$ cat config.mk
export PLATFORM = sky130hd
export DESIGN_NAME = nibble_serial_adder
export DESIGN_NICKNAME = d
export VERILOG_FILES = /design/src/rtl/nibble_serial_adder.sv
export SDC_FILE = /design/constraint.sdc
export NUM_CORES = 1
export LEC_CHECK = 0
export CAP_MARGIN = 20
export CORE_MARGIN = 1.5
export CORE_UTILIZATION = 50
export DETAILED_ROUTE_END_ITERATION = 12
export DONT_BUFFER_PORTS = 1
export PLACE_DENSITY = 0.66
export SYNTH_ARGS = -nofsm -noshare
export SYNTH_HDL_FRONTEND = slang
export SYNTH_SLANG_ARGS = --single-unit
$ cat constraint.sdc
create_clock -name i_Clk -period 2.35 [get_ports i_Clk]
set_clock_uncertainty 0.05 [all_clocks]
set_input_delay 0.47 -clock i_Clk [delete_from_list [all_inputs] [get_ports i_Clk]]
set_output_delay 0.47 -clock i_Clk [all_outputs]
set_load 0.02 [all_outputs]
$ cat src/rtl/nibble_serial_adder.sv
// nibble_serial_adder: adds two W-bit operands one nibble per cycle through an
// external combinational 4-bit adder slice, least significant nibble first.
//
// state | meaning
// ------+-----------------------------------------------------------------
// IDLE  | waiting for i_Start; slice outputs parked at zero
// RUN   | one nibble per cycle through the external slice, idx selects it
// DONE  | result valid for one cycle (o_Done); i_Start here restarts at once
module nibble_serial_adder #(
  parameter int N_NIBBLES = 4
) (
  input  logic                   i_Clk,
  input  logic                   i_Rst,
  input  logic                   i_Start,
  input  logic [4*N_NIBBLES-1:0] i_A,
  input  logic [4*N_NIBBLES-1:0] i_B,
  input  logic                   i_Cin,
  output logic [3:0]             o_Slice_A,
  output logic [3:0]             o_Slice_B,
  output logic                   o_Slice_Cin,
  input  logic [3:0]             i_Slice_Sum,
  input  logic                   i_Slice_Cout,
  output logic [4*N_NIBBLES-1:0] o_Sum,
  output logic                   o_Cout,
  output logic                   o_Busy,
  output logic                   o_Done
);

  localparam int W     = 4 * N_NIBBLES;
  localparam int IDX_W = (N_NIBBLES > 1) ? $clog2(N_NIBBLES) : 1;
  localparam logic [IDX_W-1:0] LAST_IDX = IDX_W'(N_NIBBLES - 1);

  typedef enum logic [1:0] {
    IDLE = 2'd0,
    RUN  = 2'd1,
    DONE = 2'd2
  } state_t;

  state_t           state;
  state_t           state_nxt;
  logic             accept;
  logic [IDX_W-1:0] idx;
  logic [W-1:0]     a_reg;
  logic [W-1:0]     b_reg;
  logic             carry_reg;

  // State register; reset forces IDLE immediately so Busy/Done drop at once.
  always_ff @(posedge i_Clk or posedge i_Rst) begin
    if (i_Rst) state <= IDLE;
    else       state <= state_nxt;
  end

  // Next-state decode; a start is honoured in IDLE and DONE, never in RUN.
  always_comb begin
    state_nxt = state;
    accept    = 1'b0;
    case (state)
      IDLE: begin
        if (i_Start) begin
          accept    = 1'b1;
          state_nxt = RUN;
        end
      end
      RUN: begin
        if (idx == LAST_IDX) state_nxt = DONE;
      end
      DONE: begin
        if (i_Start) begin
          accept    = 1'b1;
          state_nxt = RUN;
        end else begin
          state_nxt = IDLE;
        end
      end
      default: state_nxt = IDLE;
    endcase
  end

  // Operand capture on accept, then one slice result folded in per RUN edge.
  always_ff @(posedge i_Clk or posedge i_Rst) begin
    if (i_Rst) begin
      a_reg     <= '0;
      b_reg     <= '0;
      carry_reg <= 1'b0;
      idx       <= '0;
      o_Sum     <= '0;
      o_Cout    <= 1'b0;
    end else if (accept) begin
      a_reg     <= i_A;
      b_reg     <= i_B;
      carry_reg <= i_Cin;
      idx       <= '0;
      o_Sum     <= '0;
      o_Cout    <= 1'b0;
    end else if (state == RUN) begin
      for (int k = 0; k < N_NIBBLES; k++) begin
        if (idx == k[IDX_W-1:0]) o_Sum[4*k +: 4] <= i_Slice_Sum;
      end
      carry_reg <= i_Slice_Cout;
      idx       <= idx + IDX_W'(1);
      if (idx == LAST_IDX) o_Cout <= i_Slice_Cout;
    end
  end

  // Slice drive: selected operand nibbles and running carry, zero outside RUN.
  always_comb begin
    o_Slice_A   = 4'd0;
    o_Slice_B   = 4'd0;
    o_Slice_Cin = 1'b0;
    if (state == RUN) begin
      o_Slice_Cin = carry_reg;
      for (int k = 0; k < N_NIBBLES; k++) begin
        if (idx == k[IDX_W-1:0]) begin
          o_Slice_A = a_reg[4*k +: 4];
          o_Slice_B = b_reg[4*k +: 4];
        end
      end
    end
  end

  assign o_Busy = (state == RUN);
  assign o_Done = (state == DONE);

endmodule

== Yosys cells after proc, flatten, opt, wreduce, memory -nomap -nowiden ==
Index checks and enable logic that the tools add are counted.
Storage, ports and cells
  bits in registers: 54
  bits of input ports: 41
  output and inout port bits: 28
  word-level logic and storage cells: 61
Cells by class
  $add $sub $neg: 1
  equality and inequality tests: 7
  muxes and demuxes: 30
  reduce and logical (&&, ||, !) cells: 13
Operators by type and width (number)
  $mux 4: 14
  $mux 16: 2
  $reduce_and 2->1: 5
  $reduce_bool 2->1: 5
  $mux 1: 9
  $mux 2: 4
  $eq 2x2->1 const B: 3
  $pmux 2 s3: 1
  $eq 2x1->1 const B: 2
  $logic_not 2->1: 2
  $add 2x1->2 const B: 1
  $ne 2x1->1 const B: 1
  $ne 2x2->1 const B: 1
  $reduce_or 2->1: 1

== Longest topological paths before layout ==
  depth after elaboration: 6
  depth in mapped cells: 6
  mapped depth without buffers: 5

== Worst setup path after synthesis ==
Ideal clock, no wire load.
  path type: reg2out
  from: reg idx[0]
  to: out o_Slice_A[0]
  arrival time: 1.625 ns
  data required time: 1.830 ns
  path slack: 0.205 ns
  cell stages (with the launch flop): 7
  path buffers: 1
  cells stage by stage: dfrtp_1 inv_1 ha_1 nor2b_2 buf_6 a221oi_2 o41ai_2
Between the ends
  cells in the longest elaborated chain, start to end: 6
  elaborated cells on any way between the ends: 9
Ends and longest elaborated chain
  start, declared: line 42  | logic [IDX_W-1:0] idx;
  start signal, assigned: line 100  | idx <= idx + IDX_W'(1);
  $logic_not 2->1: line 113  | if (idx == k[IDX_W-1:0]) begin
  $mux 4 (3 in series): line 113
  $mux 4 *: line 113
  $mux 4 *: line 110  | if (state == RUN) begin
  end, declared: line 18  | output logic [3:0] o_Slice_A,
Mark *: on every way between the ends. The rest lies on a longest branch, timed or not.

== Worst setup path after layout ==
  from: reg idx[1]
  to: out o_Slice_B[1]
Between the ends
  cells in the longest elaborated chain, start to end: 6
  elaborated cells on any way between the ends: 9
Ends and longest elaborated chain
  $logic_not 2->1: line 113
  $mux 4 (3 in series): line 113
  $mux 4 *: line 113
  $mux 4 *: line 110
  end, declared: line 19  | output logic [3:0] o_Slice_B,
Marked as above.

==> results.yml <==
yosys:
  syn-cell-area_sq_um: 2570
  synth-seq-cells: 54
  syn-num-nets: 327
  ys.flop_type: "dfrtp_1"
  syn_inst: 282
  ys_seq_area_frac: 0.526
  synth_edf_count: 0
  ys_warn_count: 0
  async_flop_share: 1.00
  synth.distinct_cells: 25
  synth_area_per_cell_sq_um: 9.11
global_route:
  grt_pass1_vias: 1959
  antenna_found_initial: 0
  grt_pass1_wl_microns: 9120
  gr-usage-all-layers: 0.218
  grt_overflow_total: 0
  grt_max_degree: 30
final_layout:
  nNetsFinal: 342
  regArea_sq_um: 1350
  stdcell_area_sq_um: 2970
  post-route-util: 0.612
  drive_above_1_share: 0.195
  area_growth_pct: 15.5
  antenna-diode-count: 0
  fillCellCount: 439
  multiInputGateArea_sq_um: 1190
clocking:
  root_buffer: "clkbuf_8"
  worstSkewPairLatency_ps: 310
  clockBufferDepth: 2
  h-tree-depth: 2
  cts_sinks: 54
  cts_tree: "built"
  cts_made_buffers: 5
  clk_pin_slew_ps: 90
setup_path:
  worst-path-buf-inv: 3
  cp-end-kind: "output pin"
  crit_path_max_fanout: 14
  cp_cell_sequence: "inv_2 > ha_2 > buf_8 > a221oi_2 > o41ai_4 > buf_4"
  path_class: "reg -> out"
  cp_slowest_cell: "dfrtp_1"
  cp.arrival_ps: 1860
  crit_cells: 6
  r2r_cells: 7
  startpoint_type: "flip-flop"
  cp_top_family: "buffers and inverters"
  critical_path_required_ps: 1830
  max_stage_delay_ps: 410
status:
  violations: "setup timing"
  status: "finished, violations left"
detailed_routing:
  vias: 1954
  firstDrtPassIters: 4
  ant_nets: 0
  wl_per_cell_microns: 15.8
  via_per_inst: 5.37
  drc: 0
  initialDrtViolationCount: 61
  drt-total-wl_microns: 5750
floorplanning:
  row_count: 25
  fp.dieH_microns: 74.7
  dieArea_sq_um: 5580
  fp.dieW_microns: 74.7
  start_util: 0.530
  num_io_pins: 69
  design.core.area_sq_um: 4850
timing:
  post-route-period-util: 1.01
  relSlewSlack: 0.591
  holdWs_ps: 61.3
  fmax_ghz: 0.420
  finalSetupViolations: 2
  tightest_slew_ps: 612
  finalWorstSetupSlack_ps: -30.8
  rsz0062_at_grt: "yes"
  final_max_slew_viol_count: 0
  hold_violations: 0
  fin_crit_ps: 2380
pwr:
  power.density_nw_per_um2: 1540
  total_power_mw: 4.57
  power.leakage_nw: 1.44
  peakVddDrop_v: 0.000761
min_path:
  hp-class: "in -> async"
place:
  dp_slack_ps: 251
  gp_congestion: 0.812
  place_area_sq_um: 2730
  place.port_buffers: 0
  dp_hpwl_microns: 4060
flow_run:
  maxCapViolCount: 0
## final timing paths
kind                           from            to  slack [ps]
max                          idx[1]  o_Slice_B[1]         -30
min                           i_Rst     o_Sum[11]          60
max reg2reg                  idx[0]        o_Cout         710
min reg2reg                b_reg[2]      b_reg[2]         430
max in group asynchronous     i_Rst      state[0]        1560
min in group i_Clk           i_A[9]      a_reg[9]         210
## area by class of cell
type                            instances  area share
Clock buffer                            7      0.0257
Inverter                                5     0.00633
Multi-Input combinational cell        203       0.402
Sequential cell                        54       0.456
Tap cell                               67      0.0283
Timing Repair Buffer                   28      0.0822
## logic make-up after synthesis
kind of cell | synth area share
AND/OR/NAND/NOR | 0.270
flip-flops | 0.526
adder cells (fa/ha/maj) | 0.0195
AO/OA/AOI/OAI | 0.136
buffers and inverters | 0.0487
## synthesized netlist by cell type (2+ instances only)
cell	count	area (sq um)
a21oi_1	18	90.1
a221oi_2	7	105
buf_2	13	65.1
buf_4	2	15.0
clkbuf_1	3	11.3
dfrtp_1	54	1350
ha_1	4	50.1
inv_1	4	15.0
nand2_1	116	435
nand3_1	26	130
nand3b_1	4	30.0
nor2b_1	10	62.6
o21ai_0	3	15.0
o41ai_2	7	114
## routing by layer
layer / part of all wire / up-vias / routed length, microns / global-route usage
met5: 0 / - / 0 / 0
met4: 0.013 / 0 / 74 / 0.0566
met3: 0.066 / 6 / 381 / 0.0576
met2: 0.50 / 62 / 2870 / 0.385
met1: 0.42 / 932 / 2430 / 0.265
li1: - / 954 / - / -
## metrics by stage
stage,setup TNS [ps],instances
6_report,-37.1,364
5_1_grt,-217,364
4_1_cts,0,361
3_5_place_dp,0,352
3_3_place_gp,0,352
2_1_floorplan,0,282
## report_power, final
group          internal [mW]  switching, mW
clock network          0.206          0.283
registers               1.37          0.484
logic                  0.939           1.29
total                   2.51           2.06
## worst register-to-register path, stage by stage, from the launching register on
cell      delay (ps)
dfrtp_1          410
buf_4            150
ha_2             200
buf_8            150
buf_4            150
nand3b_1         210
nand2_1          100
a21oi_1          150
## layout by cell type, fill, tap and decap left out, types with 4 or more instances in the layout
cell	synthesis	routed
nor2b_1	10	9
nand3b_1	4	4
a21oi_1	18	18
a221oi_2	7	6
dfrtp_1	54	54
nand2_1	116	116
nand3_1	26	26
buf_6	1	5
o41ai_4	0	5
inv_2	1	4
clkbuf_8	0	5
buf_4	2	21
## timing repair
action,4_1_cts,5_1_grt
gates cloned,0,0
hold buffers,0,0
endpoints found under the setup margin,7,7
resized for setup,7,16
pin swaps,6,2
setup buffers,2,3
Note: power is estimated with default switching activity, not from simulation.
